==> src/rtl/dma_axi_rd_master.sv <==
// AXI4 read-side master front end: issues AR bursts from streamer requests, tracks
// outstanding bursts, forwards R beats with per-beat strobes and reports errors.
module dma_axi_rd_master #(
   parameter int         ADDR_WIDTH      = 32,
   parameter int         DATA_WIDTH      = 512,
   parameter int         MAX_OUTSTANDING = 4,
   parameter logic [3:0] ID_VALUE        = 4'd0
) (
   input  logic                                 clk,
   input  logic                                 rstn,
   input  logic                                 req_valid_i,
   input  logic [ADDR_WIDTH-1:0]                req_addr_i,
   input  logic [7:0]                           req_alen_i,
   input  logic [2:0]                           req_size_i,
   input  logic [DATA_WIDTH/8-1:0]              req_strb_i,
   output logic                                 req_ready_o,
   output logic [3:0]                           m_arid_o,
   output logic [ADDR_WIDTH-1:0]                m_araddr_o,
   output logic [7:0]                           m_arlen_o,
   output logic [2:0]                           m_arsize_o,
   output logic [1:0]                           m_arburst_o,
   output logic                                 m_arvalid_o,
   input  logic                                 m_arready_i,
   input  logic [DATA_WIDTH-1:0]                m_rdata_i,
   input  logic [1:0]                           m_rresp_i,
   input  logic                                 m_rlast_i,
   input  logic                                 m_rvalid_i,
   output logic                                 m_rready_o,
   output logic [DATA_WIDTH-1:0]                rd_data_o,
   output logic [DATA_WIDTH/8-1:0]              rd_strb_o,
   output logic                                 rd_last_o,
   output logic                                 rd_valid_o,
   input  logic                                 rd_ready_i,
   output logic [$clog2(MAX_OUTSTANDING):0]     outstanding_o,
   output logic                                 idle_o,
   output logic                                 err_valid_o,
   output logic [1:0]                           err_code_o,
   input  logic                                 err_clr_i
);

   localparam int SW = DATA_WIDTH / 8;
   localparam int PW = $clog2(MAX_OUTSTANDING);
   localparam int CW = PW + 1;
   localparam logic [CW-1:0] MAX_CNT = CW'(MAX_OUTSTANDING);

   typedef struct packed {
      logic [7:0]    alen;
      logic [SW-1:0] strb;
   } trk_t;

   trk_t                  fifo_r [MAX_OUTSTANDING];
   logic [PW-1:0]         wr_ptr_r;
   logic [PW-1:0]         rd_ptr_r;
   logic [CW-1:0]         cnt_r;
   logic [7:0]            beat_cnt_r;
   logic                  err_valid_r;
   logic [1:0]            err_code_r;
   logic                  arvalid_r;
   logic [ADDR_WIDTH-1:0] araddr_r;
   logic [7:0]            arlen_r;
   logic [2:0]            arsize_r;

   logic                  has_out_s;
   logic                  accept_s;
   logic                  beat_s;
   logic                  pop_s;
   trk_t                  head_s;
   logic                  err_set_s;
   logic [1:0]            err_new_s;

   assign has_out_s   = (cnt_r != {CW{1'b0}});
   assign req_ready_o = (~arvalid_r | m_arready_i) & (cnt_r < MAX_CNT) & ~err_valid_r;
   assign accept_s    = req_valid_i & req_ready_o;
   assign m_rready_o  = rd_ready_i & has_out_s;
   assign beat_s      = m_rvalid_i & m_rready_o;
   assign pop_s       = beat_s & m_rlast_i;
   assign head_s      = fifo_r[rd_ptr_r];

   assign m_arid_o      = ID_VALUE;
   assign m_arburst_o   = 2'b01;
   assign m_arvalid_o   = arvalid_r;
   assign m_araddr_o    = araddr_r;
   assign m_arlen_o     = arlen_r;
   assign m_arsize_o    = arsize_r;
   assign rd_data_o     = m_rdata_i;
   assign rd_valid_o    = m_rvalid_i & has_out_s;
   assign rd_last_o     = m_rlast_i;
   assign outstanding_o = cnt_r;
   assign idle_o        = ~arvalid_r & ~has_out_s & ~req_valid_i;
   assign err_valid_o   = err_valid_r;
   assign err_code_o    = err_code_r;

   // Strobe only narrows single-beat bursts; zeroed while nothing is in flight
   always_comb begin
      rd_strb_o = {SW{1'b0}};
      if (!has_out_s) begin
         rd_strb_o = {SW{1'b0}};
      end else if (head_s.alen == 8'd0) begin
         rd_strb_o = head_s.strb;
      end else begin
         rd_strb_o = {SW{1'b1}};
      end
   end

   // Error detection: stray beat, bad response, or beat count disagreeing with RLAST
   always_comb begin
      err_set_s = 1'b0;
      err_new_s = 2'b00;
      if (m_rvalid_i && !has_out_s) begin
         err_set_s = 1'b1;
         err_new_s = 2'b11;
      end else if (beat_s && m_rresp_i[1]) begin
         err_set_s = 1'b1;
         err_new_s = m_rresp_i[0] ? 2'b10 : 2'b01;
      end else if (beat_s && (m_rlast_i != (beat_cnt_r == head_s.alen))) begin
         err_set_s = 1'b1;
         err_new_s = 2'b11;
      end else begin
         err_set_s = 1'b0;
         err_new_s = 2'b00;
      end
   end

   // AR channel registers: hold payload until handshake
   always_ff @(posedge clk or negedge rstn) begin
      if (!rstn) begin
         arvalid_r <= 1'b0;
         araddr_r  <= {ADDR_WIDTH{1'b0}};
         arlen_r   <= 8'd0;
         arsize_r  <= 3'd0;
      end else if (accept_s) begin
         arvalid_r <= 1'b1;
         araddr_r  <= req_addr_i;
         arlen_r   <= req_alen_i;
         arsize_r  <= req_size_i;
      end else if (m_arready_i) begin
         arvalid_r <= 1'b0;
      end
   end

   // Tracking FIFO and outstanding counter; the accept gate prevents overflow
   always_ff @(posedge clk or negedge rstn) begin
      if (!rstn) begin
         for (int i = 0; i < MAX_OUTSTANDING; i++) begin
            fifo_r[i] <= '0;
         end
         wr_ptr_r <= {PW{1'b0}};
         rd_ptr_r <= {PW{1'b0}};
         cnt_r    <= {CW{1'b0}};
      end else begin
         if (accept_s) begin
            fifo_r[wr_ptr_r] <= {req_alen_i, req_strb_i};
            wr_ptr_r         <= wr_ptr_r + PW'(1);
         end
         if (pop_s) begin
            rd_ptr_r <= rd_ptr_r + PW'(1);
         end
         case ({accept_s, pop_s})
            2'b10:   cnt_r <= cnt_r + CW'(1);
            2'b01:   cnt_r <= cnt_r - CW'(1);
            default: cnt_r <= cnt_r;
         endcase
      end
   end

   // Beat counter of the head burst
   always_ff @(posedge clk or negedge rstn) begin
      if (!rstn) begin
         beat_cnt_r <= 8'd0;
      end else if (pop_s) begin
         beat_cnt_r <= 8'd0;
      end else if (beat_s) begin
         beat_cnt_r <= beat_cnt_r + 8'd1;
      end
   end

   // Sticky error: first error wins, a new error beats a same-cycle clear
   always_ff @(posedge clk or negedge rstn) begin
      if (!rstn) begin
         err_valid_r <= 1'b0;
         err_code_r  <= 2'b00;
      end else if (err_set_s && (!err_valid_r || err_clr_i)) begin
         err_valid_r <= 1'b1;
         err_code_r  <= err_new_s;
      end else if (err_clr_i) begin
         err_valid_r <= 1'b0;
         err_code_r  <= 2'b00;
      end
   end

endmodule

==> config.mk <==
export PLATFORM = sky130hd
export DESIGN_NAME = dma_axi_rd_master
export DESIGN_NICKNAME = d
export VERILOG_FILES = /design/src/rtl/dma_axi_rd_master.sv
export SDC_FILE = /design/constraint.sdc
export NUM_CORES = 1
export LEC_CHECK = 0
export ABC_AREA = 1
export CORE_AREA = 2 2 495 497
export CTS_BUF_LIST = sky130_fd_sc_hd__clkbuf_4 sky130_fd_sc_hd__clkbuf_8
export DETAILED_ROUTE_END_ITERATION = 8
export DIE_AREA = 0 0 497 499
export PLACE_DENSITY = 0.3
export SLEW_MARGIN = 20
export SYNTH_ARGS = -nofsm -noshare
export SYNTH_HDL_FRONTEND = slang
export SYNTH_SLANG_ARGS = --single-unit
==> constraint.sdc <==
create_clock -name clk -period 2.3 [get_ports clk]
set_clock_uncertainty 0.1 [all_clocks]
set_input_delay 0.46 -clock clk [delete_from_list [all_inputs] [get_ports clk]]
set_output_delay 0.46 -clock clk [all_outputs]
set_load 0.02 [all_outputs]
==> run metrics, run 1 <==
internal reg-to-reg setup slack 30 ps; cell leakage power 10.9 nW; Post-synth ARST share 100%; area of the core 243,000 sq um; failing checks negative setup slack; setup ws final -1110 ps; pre-CTS setup slack -929 ps; VDD IR max 0.562 mV; most frequent cells in the layout 511 x nand2_1, 428 x o21ai_0, 344 x dfrtp_1, 134 x nor2_1, 129 x inv_1; # H-tree levels 3; hold_sp req_addr_i[24]; period utilization 148%; ys flop type dfrtp_1; CP max stage cell dfrtp_4; vias in the first global route ~16,000; final WL 139,000 um; CTS sink count 350; sequential share of power 31.7%; switching share of total power 42.8%; vias 15,100; mapped cell area a little under 20,000 sq um; FILL cells between 20,000 and 30,000; # nets final 2,892; Yosys warning total 0; CTS max path bufs 3; CP peak stage delay 530 ps; number of max-cap violations 0; CP endpoint kind primary output; worst slew pin tran 624 ps; Synth area leader dfrtp_1; largest net degree at the start of global routing 53; sequential area share after synthesis 44.1%; first-pass GRT wire length around 180,000 um; Remaining DRCs 0; Die Ht 499 um; Switching Power 14.4 mW; CTS buffer count 75; 1st-pass router iterations 5; Vias/cell 2.75; WS Path Type reg -> out; Top cell by count, worst path clkbuf_16; Post-Syn Instances between 2,000 and 2,500; CTS tree yes; Cells after DPL between 5,000 and 6,000; Worst Path Max Fanout 7; RSZ-0062 raised after global routing yes; logic gate share of total power a little under half; top cell type's share of synthesized area roughly 44%; Post-Layout Cell Count 5,510; CTS root buf clkbuf_8; DR WL/cell 25.1 um; setup TNS -68,290 ps; Routed Antenna Nets 0; layout cell share with drive strength beyond 1 between 20% and 30%; IO Count 1,266; Final Critical Period about 3400 ps; DP HPWL ~120,000 um; clk slew on worst S/H paths 60 ps; Buffers on Ports 235; clock power share 21.1%; Worst EP required about 1700 ps; commonest non-fill, non-tap cell in the layout nand2_1; reg2reg start rd_ptr_r[0]; final setup violation count 67; Area Growth Syn to Fin 30.5%; Skew-Pair Late Insertion Delay around 730 ps; post-synthesis cell type count 32; Die Wd 497 um; synthesized area per cell 8.24 sq um; Hold EP m_araddr_o[24]; status finished, violations left; Hold Vio Cnt, Final 0; top cells by area, synth dfrtp_1 44%, buf_4 20%, o21ai_0 11%, nand2_1 10%, inv_1 3.0%; crit-path cells clkbuf_16, nand2_4, nand3_2, nand2_2, nand4_1, nor2_4, buf_12, buf_16, clkbuf_16, o221ai_2, nand2_1, inv_1, buf_4; CP Launch Type flip-flop; worst hold path type in -> reg; Starting DRT DRC Count 731; maximum clock rate 0.293 GHz; worst hold margin 156 ps; Hold Crit Depth 3; Final Max Slew Viols 0; Slew Limit Headroom 58.4%; starting density of the core approximately 8.2%; All-Layer GR Usage a little over a tenth; Die ar. between 200,000 and 250,000 sq um; Internal 19.2 mW; FP Rows 181; initial antenna violation count 10; number of synthesized flops with an enable pin 0; pwr dens 1290 nW/um^2; RR Endpoint err_code_o[0]; CP arrival roughly 2900 ps; flip-flop and latch count after synthesis 350; GRT overflow 0; worst r2r path cells 16; GP Congestion about 0.95
==> registers in the layout, indices dropped and copies added (netlist names) <==
name,cells
err_valid_o,1
m_arsize_o,3
rd_ptr_r,2
m_arlen_o,8
m_arvalid_o,1
fifo_r,288
outstanding_o,3
wr_ptr_r,2
beat_cnt_r,8
err_code_o,2
m_araddr_o,32
==> synth_stat cells, types with 3 or more instances <==
cell      number
nand2_1      542
buf_4        519
o21ai_0      431
dfrtp_1      350
inv_1        160
nor2_1       139
clkbuf_1      77
o221ai_2      40
buf_2         36
nand3_1       31
o221ai_1      24
buf_1          8
buf_6          7
ha_1           6
nand2_2        6
nor3_1         6
a21oi_1        5
inv_2          3
xor2_1         3
==> worst max path at each step <==
stage,startpoint,end,slack [ps],cells after the start
after detailed placement,rd_ptr_r[0],rd_strb_o[27],-930,12
final,rd_ptr_r[0],rd_strb_o[25],-1110,13
after global routing,rd_ptr_r[0],rd_strb_o[46],-1310,14
after floorplan,m_arvalid_o,outstanding_o[1],6,8
after global placement,rd_ptr_r[0],rd_strb_o[27],-920,12
after CTS,rd_ptr_r[0],rd_strb_o[28],-1340,14
==> worst max-delay path, delay by kind of cell (launching register included) <==
| kind | cells | cell delay (ps) |
|---|---|---|
| buf+inv | 6 | 840 |
| flops | 1 | 530 |
| simple gates | 6 | 630 |
| compound gates | 1 | 100 |
==> area by class of cell <==
class	count	area [sq um]	area share (%)
diodes	4	10.0	0.0387
clock buffers	115	1430	5.51
clock inverters	10	75.1	0.290
inverters	163	627	2.42
multi-input cells	1253	6630	25.6
flip-flops and latches	350	8770	33.9
well taps	3202	4010	15.5
repair buffers	413	4360	16.8
==> power by group through the flow <==
| stage | combinational (mW) | sequential [mW] | clock (mW) |
|---|---|---|---|
| after CTS | 14.6 | 10.6 | 7.49 |
| after global routing | 17.7 | 11.0 | 7.72 |
| after floorplan | 8.79 | 10.7 | 0 |
| after global placement | 15.0 | 10.7 | 0 |
| final | 15.8 | 10.6 | 7.07 |
| after detailed placement | 15.0 | 10.6 | 0 |
==> per-stage QoR <==
stage               power, mW  utilization, %  area, sq um
global placement         25.7            9.66        23400
detailed placement       25.6            9.66        23400
global route             36.4            10.7        25900
floorplan                19.5               -        19900
finish                   33.5            10.7        25900
CTS                      32.7            10.3        25000
==> cell families after synthesis <==
group,share of synthesized area (%)
buffers and inverters,25.6
AND/OR/NAND/NOR,14.2
AO/OA/AOI/OAI,15.3
flip-flops,44.1
adder cells (fa/ha/maj),0.479
XOR/XNOR,0.221
other,0.0378
multiplexers,0.0567
==> repair_timing <==
| item | CTS | global route |
|---|---|---|
| pin swaps | 5 | 32 |
| setup buffers | 8 | 15 |
| setup endpoints to repair | 123 | 73 |
| gates cloned | 3 | 2 |
| hold buffers | 1 | 0 |
| hold endpoints to repair | 166 | 0 |
| gates resized for setup | 339 | 242 |
==> routing by layer <==
| layer | part of all wire (%) | up-vias | GRT usage, % |
|---|---|---|---|
| met5 | 0.14 | - | 0.367 |
| met4 | 2.4 | 12 | 2.63 |
| met3 | 22 | 171 | 11.4 |
| met2 | 53 | 1172 | 20.3 |
| met1 | 22 | 6887 | 6.73 |
| li1 | - | 6898 | - |
No activity file was read; power rests on OpenSTA's default activity.
==> run 2: changes to the inputs <==
- GPL_ROUTABILITY_DRIVEN: unset -> 1
- HOLD_SLACK_MARGIN: unset -> 0.03
==> results of run 2 <==
Same layout as run 1: the final DEF is identical, and so are final timing and power.
